--- src/rtl/jtcop_snd_pkg.sv ---
// Shared definitions for the HuC6280 sound bus: region indices in read-priority
// order, address decode bit positions and the idle read value.
package jtcop_snd_pkg;

  // Lower index wins when more than one region drives the read mux
  typedef enum logic [2:0] {
    RGN_RAM   = 3'd0,
    RGN_OPN   = 3'd1,
    RGN_OPL   = 3'd2,
    RGN_OKI   = 3'd3,
    RGN_LATCH = 3'd4,
    RGN_ROM   = 3'd5
  } rgn_e;

  localparam int NRGN = 6;

  localparam int A0_BIT  = 0;
  localparam int A13_BIT = 13;
  localparam int A15_BIT = 15;
  localparam int A16_BIT = 16;
  localparam int A17_BIT = 17;

  localparam logic [7:0] IDLE_RD = 8'hff;

  function automatic logic [NRGN-1:0] decode(input logic io, input logic [17:0] a);
    logic [NRGN-1:0] cs;
    cs            = '0;
    cs[RGN_ROM]   = !io;
    cs[RGN_OPL]   = io & !a[A16_BIT] & a[A15_BIT];
    cs[RGN_OPN]   = io &  a[A16_BIT] & a[A15_BIT];
    cs[RGN_OKI]   = io &  a[A17_BIT] & !a[A15_BIT] &  a[A0_BIT];
    cs[RGN_LATCH] = io &  a[A17_BIT] & !a[A15_BIT] & !a[A0_BIT];
    cs[RGN_RAM]   = io & !a[A17_BIT] & !a[A15_BIT] & !a[A13_BIT];
    return cs;
  endfunction

endpackage

--- src/rtl/jtcop_snd_cmdfifo.sv ---
// Main-to-sound command channel. With JTCOP_SND_FIFO_EN defined it is a
// 2**FIFO_AW deep FIFO; otherwise it is the legacy single overwrite latch.
module jtcop_snd_cmdfifo #(
  parameter int FIFO_AW = 2
) (
  input  logic             clk,
  input  logic             rst_n,
  input  logic             push_i,
  input  logic [7:0]       data_i,
  input  logic             pop_i,
  output logic [7:0]       head_o,
  output logic [FIFO_AW:0] lvl_o,
  output logic             ovf_o
);

`ifdef JTCOP_SND_FIFO_EN
  localparam int DEPTH = 2**FIFO_AW;

  logic [7:0]         mem_q [DEPTH];
  logic [FIFO_AW-1:0] wr_q, rd_q;
  logic [FIFO_AW:0]   lvl_q;
  logic [7:0]         last_q;
  logic               ovf_q;
  logic               full, empty, do_push, do_pop;

  assign full    = (lvl_q == (FIFO_AW+1)'(DEPTH));
  assign empty   = (lvl_q == '0);
  assign do_pop  = pop_i & !empty;
  // A pop in the same cycle frees the slot, so a push into a full FIFO is kept
  assign do_push = push_i & (!full | do_pop);

  // NOTE: storage has no reset; only the pointers and level qualify its contents.
  always_ff @(posedge clk) begin
    if (do_push) mem_q[wr_q] <= data_i;
  end

  always_ff @(posedge clk or negedge rst_n) begin
    if (!rst_n) begin
      wr_q   <= '0;
      rd_q   <= '0;
      lvl_q  <= '0;
      last_q <= 8'h00;
      ovf_q  <= 1'b0;
    end else begin
      if (do_push) wr_q <= wr_q + 1'b1;
      if (do_pop) begin
        rd_q   <= rd_q + 1'b1;
        last_q <= mem_q[rd_q];
      end
      case ({do_push, do_pop})
        2'b10:   lvl_q <= lvl_q + 1'b1;
        2'b01:   lvl_q <= lvl_q - 1'b1;
        default: lvl_q <= lvl_q;
      endcase
      if (push_i & !do_push) ovf_q <= 1'b1;
    end
  end

  assign head_o = empty ? last_q : mem_q[rd_q];
  assign lvl_o  = lvl_q;
  assign ovf_o  = ovf_q;
`else
  logic [7:0] data_q;
  logic       pend_q;
  logic       ovf_q;

  always_ff @(posedge clk or negedge rst_n) begin
    if (!rst_n) begin
      data_q <= 8'h00;
      pend_q <= 1'b0;
      ovf_q  <= 1'b0;
    end else begin
      if (push_i) data_q <= data_i;
      if (push_i)     pend_q <= 1'b1;
      else if (pop_i) pend_q <= 1'b0;
      if (push_i & pend_q & !pop_i) ovf_q <= 1'b1;
    end
  end

  assign head_o = data_q;
  assign lvl_o  = {{FIFO_AW{1'b0}}, pend_q};
  assign ovf_o  = ovf_q;
`endif

endmodule

--- src/rtl/jtcop_snd_bus.sv ---
// HuC6280 sound CPU bus controller: select latching, ROM wait/timeout, read
// mux and command channel. Define JTCOP_SND_FIFO_EN for the command FIFO.
module jtcop_snd_bus
  import jtcop_snd_pkg::*;
#(
  parameter int AW      = 21,
  parameter int FIFO_AW = 2,
  parameter int TOUT    = 255
) (
  input  logic             clk,
  input  logic             rst_n,
  input  logic [AW-1:0]    cpu_a,
  input  logic             cpu_sx,
  input  logic             cpu_ce,
  input  logic             cpu_wrn,
  output logic [7:0]       cpu_din,
  output logic             cpu_waitn,
  output logic             cmd_irqn,
  output logic             rom_cs,
  output logic             ram_cs,
  output logic             opl_cs,
  output logic             opn_cs,
  output logic             oki_cs,
  output logic             latch_cs,
  input  logic [7:0]       rom_data,
  input  logic             rom_ok,
  input  logic [7:0]       ram_dout,
  input  logic [7:0]       opl_dout,
  input  logic [7:0]       opn_dout,
  input  logic [7:0]       oki_dout,
  input  logic             snreq,
  input  logic [7:0]       latch,
  output logic [FIFO_AW:0] fifo_lvl,
  output logic             ovf,
  output logic             tout_err
);

  localparam int CW = $clog2(TOUT + 1);

  logic [NRGN-1:0] cs_d, cs_q;
  logic [7:0]      din_d, din_q;
  logic [CW-1:0]   wcnt_d, wcnt_q;
  logic            waitn_d, waitn_q;
  logic            timed_out_d, timed_out_q;
  logic            tout_err_d, tout_err_q;
  logic            irqn_d, irqn_q;
  logic            snreq_q;
  logic            waiting, tout_hit, cmd_push, cmd_pop;
  logic [7:0]      cmd_head;
  logic [7:0]      src [NRGN];

  assign waiting  = cs_q[RGN_ROM] & !rom_ok & !timed_out_q;
  assign tout_hit = waiting & (wcnt_q == CW'(TOUT));
  assign cmd_push = snreq & !snreq_q;
  assign cmd_pop  = cpu_ce & cs_q[RGN_LATCH] & cpu_wrn;

  // NOTE: every always_comb output gets a default first so no latch is inferred.
  always_comb begin
    cs_d = cs_q;
    if (cpu_sx)      cs_d = decode(cpu_a[AW-1], cpu_a[17:0]);
    else if (cpu_ce) cs_d = '0;

    src[RGN_RAM]   = ram_dout;
    src[RGN_OPN]   = opn_dout;
    src[RGN_OPL]   = opl_dout;
    src[RGN_OKI]   = oki_dout;
    src[RGN_LATCH] = cmd_head;
    src[RGN_ROM]   = (timed_out_q | tout_hit) ? IDLE_RD : rom_data;

    // Walk from lowest to highest priority so the last hit wins
    din_d = IDLE_RD;
    for (int i = NRGN - 1; i >= 0; i--) begin
      if (cs_q[i]) din_d = src[i];
    end

    wcnt_d = wcnt_q;
    if (cpu_sx)                    wcnt_d = '0;
    else if (waiting && !tout_hit) wcnt_d = wcnt_q + 1'b1;

    timed_out_d = timed_out_q;
    if (cpu_sx)              timed_out_d = 1'b0;
    else if (tout_hit)       timed_out_d = 1'b1;
    else if (!cs_q[RGN_ROM]) timed_out_d = 1'b0;

    waitn_d    = !(waiting & !tout_hit);
    tout_err_d = tout_err_q | tout_hit;
    irqn_d     = (fifo_lvl == '0);
  end

  // NOTE: sequential state uses non-blocking assignments only.
  always_ff @(posedge clk or negedge rst_n) begin
    if (!rst_n) begin
      cs_q        <= '0;
      din_q       <= IDLE_RD;
      wcnt_q      <= '0;
      waitn_q     <= 1'b1;
      timed_out_q <= 1'b0;
      tout_err_q  <= 1'b0;
      irqn_q      <= 1'b1;
      snreq_q     <= 1'b0;
    end else begin
      cs_q        <= cs_d;
      din_q       <= din_d;
      wcnt_q      <= wcnt_d;
      waitn_q     <= waitn_d;
      timed_out_q <= timed_out_d;
      tout_err_q  <= tout_err_d;
      irqn_q      <= irqn_d;
      snreq_q     <= snreq;
    end
  end

  jtcop_snd_cmdfifo #(.FIFO_AW(FIFO_AW)) u_cmd (
    .clk    (clk),
    .rst_n  (rst_n),
    .push_i (cmd_push),
    .data_i (latch),
    .pop_i  (cmd_pop),
    .head_o (cmd_head),
    .lvl_o  (fifo_lvl),
    .ovf_o  (ovf)
  );

  assign cpu_din   = din_q;
  assign cpu_waitn = waitn_q;
  assign cmd_irqn  = irqn_q;
  assign tout_err  = tout_err_q;
  assign rom_cs    = cs_q[RGN_ROM];
  assign ram_cs    = cs_q[RGN_RAM];
  assign opl_cs    = cs_q[RGN_OPL];
  assign opn_cs    = cs_q[RGN_OPN];
  assign oki_cs    = cs_q[RGN_OKI];
  assign latch_cs  = cs_q[RGN_LATCH];

endmodule
--- config.mk ---
export PLATFORM = sky130hd
export DESIGN_NAME = jtcop_snd_bus
export DESIGN_NICKNAME = d
export VERILOG_FILES = /design/src/rtl/jtcop_snd_pkg.sv /design/src/rtl/jtcop_snd_cmdfifo.sv /design/src/rtl/jtcop_snd_bus.sv
export SDC_FILE = /design/constraint.sdc
export NUM_CORES = 1
export LEC_CHECK = 0
export ABC_AREA = 1
export CAP_MARGIN = 10
export CORE_ASPECT_RATIO = 1.75
export CORE_MARGIN = 4
export CORE_UTILIZATION = 37
export CTS_CLUSTER_DIAMETER = 30
export DETAILED_ROUTE_END_ITERATION = 10
export GPL_TIMING_DRIVEN = 0
export PLACE_DENSITY = 0.87
export REMOVE_ABC_BUFFERS = 1
export SLEW_MARGIN = 20
export SYNTH_ARGS = -nofsm -noshare
export SYNTH_HDL_FRONTEND = slang
export SYNTH_HIERARCHICAL = 1
export SYNTH_SLANG_ARGS = --single-unit
--- constraint.sdc ---
create_clock -name clk -period 1.3 [get_ports clk]
set_input_delay 0.39 -clock clk [delete_from_list [all_inputs] [get_ports clk]]
set_output_delay 0.39 -clock clk [all_outputs]
set_load 0.1 [all_outputs]
; ---- Word level (Yosys, flattened, before mapping)
; Index checks and enable logic that the tools add are counted.
[word_totals]
elab_cells = 69
inputBits = 76
register_bits = 37
out_inout_bits = 21
[classes]
reduce_logical = 17
bitwise_logic = 22
n_eq_ne = 2
mux = 16
addsub = 1
[op_table]
columns = operator, count
row1 = $mux 8, 9
row2 = $and 1x1->1, 20
row3 = $logic_not 1->1, 12
row4 = $mux 6, 2
row5 = $add 8x1->8 const B, 1
row6 = $eq 8x8->1 const B, 1
row7 = $reduce_bool 2->1, 3
row8 = $mux 1, 5
row9 = $logic_not 3->1, 1
row10 = $ne 3x2->1 const B, 1
row11 = $or 1x1->1, 2
row12 = $logic_and 1x1->1, 1

; ---- Depth between registers and ports, before layout
; Gate-level depths: netlist of run 1.
[logic_depth]
word_depth = 12
mapped_depth = 11
depth_no_buf = 11

; ---- Modules after synthesis
; The synthesis of run 1 kept the hierarchy.
[modules_own_cells]
columns = module, instances, area_each_um2, cells_each, seq_area_each_um2
row1 = jtcop_snd_bus, 1, 1644.1, 237, 688.2
row2 = jtcop_snd_cmdfifo, 1, 405.4, 46, 250.2

; ---- Worst setup path after synthesis of run 1
; No wires, ideal clock.
[synth_path]
path_kind = reg2reg
startpoint = register cs_q[3]
endpoint = register din_q[6] (netlist: cpu_din[6])
n_path_buf = 1
arrival_ns = 1.845
slack_ns = -0.620
path_stages_with_launch = 9
period_less_slack_ns = 1.920
t_required_ns = 1.224
setup_time_ns = 0.076
path_cell_list = dfrtp_1 > clkinv_1 > buf_2 > nor2_1 > nor2_1 > nand2_1 > nand2_1 > nand2_1 > nand2_1
[synth_between]
elab_chain_len = 4
[synth_lines]
columns = item, line_no
row1 = from (decl), jtcop_snd_bus.sv:40  ; logic [NRGN-1:0] cs_d, cs_q;
row2 = from (signal assigned), jtcop_snd_bus.sv:102  ; cs_q <= cs_d;
row3 = $mux 8 (4 in a row), jtcop_snd_bus.sv:73  ; if (cs_q[i]) din_d = src[i];
row4 = via din_d[6], jtcop_snd_bus.sv:41  ; logic [7:0] din_d, din_q;
row5 = to (signal assigned), jtcop_snd_bus.sv:103  ; din_q <= din_d;
row6 = to (decl), jtcop_snd_bus.sv:41
; The timed path passes the listed nets, and every way through them passes these cells.
; A chain may end at the register's enable or synchronous reset.

; ---- Worst setup path after layout of run 1
[layout_path]
startpoint = register wcnt_q[0]
endpoint = register wcnt_q[4]
[layout_between]
elab_chain_len = 5
elab_cells_between_ends = 8
cone_classes = add/sub (1) / eq/ne (1) / mux (2) / bitwise (1) / reduce/logical (3)
[layout_lines]
columns = item, line_no
row1 = from (decl), jtcop_snd_bus.sv:42  ; logic [CW-1:0] wcnt_d, wcnt_q;
row2 = from (signal assigned), jtcop_snd_bus.sv:104  ; wcnt_q <= wcnt_d;
row3 = "parallel branches: the longest is 5 deep, another holds $add 8x1->8", --
; Several ways; the timed one is not identified. The select of a mux whose other input is x is not followed.

==> results of run 1 <==
## synthesized netlist by cell type, types with 3 or more instances
cell	instances	share of area, %
nor2_1	54	9.9
nand2_1	102	19
clkbuf_1	3	0.55
o21ai_0	4	0.98
dfrtp_1	27	33
dfstp_2	10	13
buf_2	3	0.73
a21oi_1	11	2.7
nand3_1	12	2.9
o22ai_1	3	0.92
or2_2	8	2.4
nor3_1	3	0.73
inv_1	18	3.3
buf_4	4	1.5
## routing by layer
metal	global-route usage, %	routed length, um	vias to the layer above	share of wire, %
li1	-	-	1069	-
met1	18.7	2150	976	35
met2	31.9	3230	98	52
met3	3.91	388	32	6.3
met4	13.8	435	0	7.0
met5	0	0	-	0
## kinds of logic (layout without fill, tap and decap cells)
family,count (synthesis),count (layout),share of synthesized area [%]
adders and majority gates,1,1,0.610
buffers and inverters,34,134,7.63
other,1,2,0.183
DFF,37,37,45.8
and+or+nand+nor,186,186,38.9
AOI/OAI and AO/OA,24,24,6.90
## cell type report
type	count	area [um2]
sequential	37	946
multi-input combinational	213	1000
fill	442	1960
clock inverter	2	10.0
timing repair inverter	1	5.00
clock buffer	6	72.6
inverter	23	92.6
timing repair buffer	102	1150
tap	74	92.6
## state kept, by name, summed over array words and instances, names as in the netlist, 6 cells and up
register,flops
u_cmd/head_o,8
wcnt_q,8
cs_q,6
cpu_din,8
## repair_timing
item                                    CTS  global route
gates cloned                              1             0
resized for setup                       182            14
hold endpoints to repair                  4             0
pin swaps                                 6             5
endpoints found under the setup margin   52            43
hold buffers                              1             0
buffers inserted                         13             9
## where the power goes
group	internal [W]	total (W)	switching [W]
Clock	0.000372	0.000783	0.000411
Sequential	0.00126	0.00132	0.0000612
Combinational	0.000444	0.00104	0.000597
## per-stage QoR
| stage | area [um2] | cells | util, % | hold slack [ps] | worst slack (ps) |
|---|---|---|---|---|---|
| after floorplan | 1990 | 273 | - | 94.4 | -701 |
| after CTS | 3280 | 450 | 61.4 | 440 | -191 |
| final | 3380 | 458 | 63.2 | 448 | -184 |
| after global routing | 3380 | 458 | 63.2 | 459 | -295 |
| after detailed placement | 2880 | 427 | 54.0 | 219 | -994 |
| after global placement | 2870 | 426 | 53.7 | 447 | -1000 |
## worst max-delay path by stage
stage	from	to	slack, ps	depth (start not counted)
floorplan	cs_q[3]	cpu_din[6]	-700	7
detailed placement	cs_q[2]	opl_cs	-990	1
global route	wcnt_q[0]	cpu_din[2]	-290	11
CTS	wcnt_q[0]	wcnt_q[7]	-190	9
global placement	cs_q[2]	opl_cs	-1000	1
finish	wcnt_q[0]	wcnt_q[4]	-180	9
==> impl_metrics.ini, run 1 <==
[status]
status = finished, violations left
violations = setup timing

[global_route]
antenna_found_initial = 0
grt_max_degree = 34
grt-ovfl-total = 0
grt_util_all_layers_pct = 18.3
grt_pass1_wl_um = 9800
grt_pass1_vias = 2202

[sta]
clock.fmax_mhz = 674
setup_ws_ps = -184
rsz0062_at_grt = true
post-route-period-util_pct = 114
setup_violations = 30
fin_worst_skew_ps = 7.01
drv_slew = 0
hold_viol = 0
min_period_ps = 1480
setup_tns_ps = -3210

[worst_hold_path]
holdCritPathClass = input pin to async pin

[place]
portBuffers = 79
gp_congestion = 0.837
hpwl_um = 4110

[final_layout]
layout_common_cells = nand2_1, clkdlybuf4s50_1, nor2_1, dfrtp_1, buf_4
mostFrequentLayoutCell = nand2_1
drive_above_1_share_pct = 25.5
syn2layout_area_growth_pct = 64.8
antenna_cells = 0
nets = 460

[drt]
routedWlPerCell_um = 13.5
ant_nets = 0
drt_iter0_markers = 143
detail_route.first_pass.iterations = 4
drt-vias-per-instance = 4.75
vias = 2175
wl_um = 6200
drc = 0

[floorplan]
rows = 35
initial_core_util_pct = 38.4
die_x_um = 64.3
die_area_um2 = 6840
fp.coreArea_um2 = 5340
die_h_um = 106
ios = 97

[yosys]
postSynthAreaPerCell_um2 = 7.24
synth_cells = 283
ys_seq_area_share_pct = 45.8
synth_edf_count = 0
yosys_warnings = 6
synth-seq-cells = 37
synth_top_flop_cell = dfrtp_1
synthArstFlopShare_pct = 100
netlist_area_um2 = 2050
synth_cell_types = 32

[clock_network]
cts_buffers = 5
cts_sinks = 37
clock_latency_ps = 290
clk_pin_slew_worst_paths_ps = 80
cts.path.max_buffers = 2
cts_tree = built
htree_levels = 2
root_buffer = clkbuf_8

[worst_setup_path]
path_cells = ha_2 -> nand2_2 -> nor2_4 -> nand2_2 -> nand2_4 -> buf_6 -> nor3_2 -> a21oi_1 -> nor2_1
slowest_delay_ps = 370
required_ps = 1480
worstPathArrival_ps = 1660
path_class = register to register
r2r_slack_ps = -180
end_kind = register
rr_endpoint = wcnt_q[4]
startpoint_type = register
crit_fanout = 4
crit_family = simple AND/OR/NAND/NOR gates
r2r_start = wcnt_q[0]
cpMaxStageDelayCell = dfrtp_1
crit_buf_inv = 1
crit_path_frequent_cell = nand2_2
reg2regPathDepth = 9

[power]
power_density_nw_per_um2 = 931
totalPowerFinal_w = 0.00314
p_leak_nw = 1.59
peakVddDrop_mv = 0.712

[run]
cap_violations = 0
(Power assumes the default switching activity.)
==> inputs of run 2 (changes only) <==
Settings changed: PLACE_DENSITY 0.87 to 0.73.
==> impl_metrics.ini, run 2 (synthesis results as in run 1) <==
[worst_setup_path]
required_ps = 1480
crit_fanout = 4
end_kind = register
path_class = register to register
startpoint_type = register
worstPathArrival_ps = 1620

[clock_network]
cts.path.max_buffers = 2
htree_levels = 2
clock_latency_ps = 280
cts_tree = built
root_buffer = clkbuf_8
clk_pin_slew_worst_paths_ps = 70
cts_buffers = 5
cts_sinks = 37

[final_layout]
fin_area_um2 = 3410
antenna_cells = 0
fillers = 464
syn2layout_area_growth_pct = 66.5
drive_above_1_share_pct = 26.5
final_cells = 459
nets = 461
seq_area_um2 = 946
mostFrequentLayoutCell = nand2_1
multi_input_area_um2 = 1020
layout_common_cells = nand2_1, clkdlybuf4s50_1, nor2_1, dfrtp_1, buf_4

[sta]
post-route-period-util_pct = 111
setup_ws_ps = -147
fin_worst_skew_ps = 4.89
setup_violations = 29
drv_slew = 0
clock.fmax_mhz = 691
setup_tns_ps = -2960
hold_viol = 0
min_period_ps = 1450
rsz0062_at_grt = true

[floorplan]
rows = 35
fp.coreArea_um2 = 5340
die_h_um = 106
die_x_um = 64.3
ios = 97
die_area_um2 = 6840
initial_core_util_pct = 38.4

[power]
p_clk_share_pct = 24.7
p_int_w = 0.00208
peakVddDrop_mv = 0.620
power_frac_seq_pct = 42.0
p_leak_nw = 1.61
power_switching_w = 0.00106
totalPowerFinal_w = 0.00315
power_density_nw_per_um2 = 922
p_sw_share_pct = 33.8
combPwrFrac_pct = 33.3

[drt]
drc = 0
drt_iter0_markers = 129
routedWlPerCell_um = 12.8
vias = 2128
ant_nets = 0
drt-vias-per-instance = 4.64
wl_um = 5890
detail_route.first_pass.iterations = 4

[place]
gp_congestion = 0.800
dpl_cell_area_um2 = 2880
dpl_worst_slack_ps = -990
dp_cells = 427
hpwl_um = 4030
portBuffers = 79

[global_route]
grt_pass1_wl_um = 9270
grt_max_degree = 33
grt_pass1_vias = 1998
grt-ovfl-total = 0
grt_util_all_layers_pct = 17.2
antenna_found_initial = 0

[status]
violations = setup timing
status = finished, violations left

[worst_hold_path]
holdCritPathClass = input pin to async pin

[run]
cap_violations = 0
## run 2: repair_timing
item                                    4_1_cts  5_1_grt
resized for setup                           186       13
cloned                                        1        0
endpoints found under the hold margin         5        0
pin swaps                                     8        4
hold buffers                                  1        0
setup buffers                                13        9
endpoints found under the setup margin       51       41
## run 2: area by class of cell
cell class / count / area share (%)
timing repair buffer: 103 / 34.5
multi-input combinational: 213 / 29.8
sequential: 37 / 27.7
inverter: 23 / 2.71
tap: 74 / 2.71
clock buffer: 6 / 2.13
clock inverter: 2 / 0.293
timing repair inverter: 1 / 0.147
## run 2: worst paths after layout
check | startpoint | to | slack (ps) | depth (start not counted)
setup reg to reg | wcnt_q[0] | wcnt_q[5] | -150 | 9
hold reg to reg | u_cmd/head_o[0] | u_cmd/head_o[0] | 470 | 2
max in group asynchronous | rst_n | cpu_din[0] | 380 | 3
hold / removal | rst_n | wcnt_q[4] | 450 | 2
min in group clk | u_cmd/head_o[0] | u_cmd/head_o[0] | 470 | 2
setup / recovery | wcnt_q[0] | wcnt_q[5] | -150 | 9
## run 2: worst max-delay path, stage by stage, from the launching register on
cell     delay [ps]
dfrtp_1         370
ha_2            200
nand2_2          70
nor2_4          160
nand2_2          80
nand2_4         120
nor3_4           60
buf_4           130
a21oi_1         110
nor2_1           50
## run 2: per-layer routing
metal | track usage, % | routed length, um | vias to the layer above
met5 | 0 | 0 | -
li1 | - | - | 1073
met3 | 2.64 | 291 | 11
met2 | 31.5 | 3150 | 74
met1 | 19.3 | 2310 | 970
met4 | 7.26 | 139 | 0
## run 2: metrics by stage
stage | util (%) | hold slack [ps]
2_1_floorplan | - | 94.4
3_3_place_gp | 53.7 | 447
3_5_place_dp | 54.0 | 232
4_1_cts | 61.8 | 447
5_1_grt | 63.9 | 463
6_report | 63.9 | 449
## run 2: power groups by stage
| stage | combinational, W | clock [W] | sequential, W |
|---|---|---|---|
| CTS | 0.00102 | 0.000802 | 0.00132 |
| floorplan | 0.000210 | 0 | 0.00165 |
| global route | 0.00111 | 0.000847 | 0.00133 |
| finish | 0.00105 | 0.000777 | 0.00132 |
| detailed placement | 0.000876 | 0 | 0.00132 |
| global placement | 0.000864 | 0 | 0.00132 |
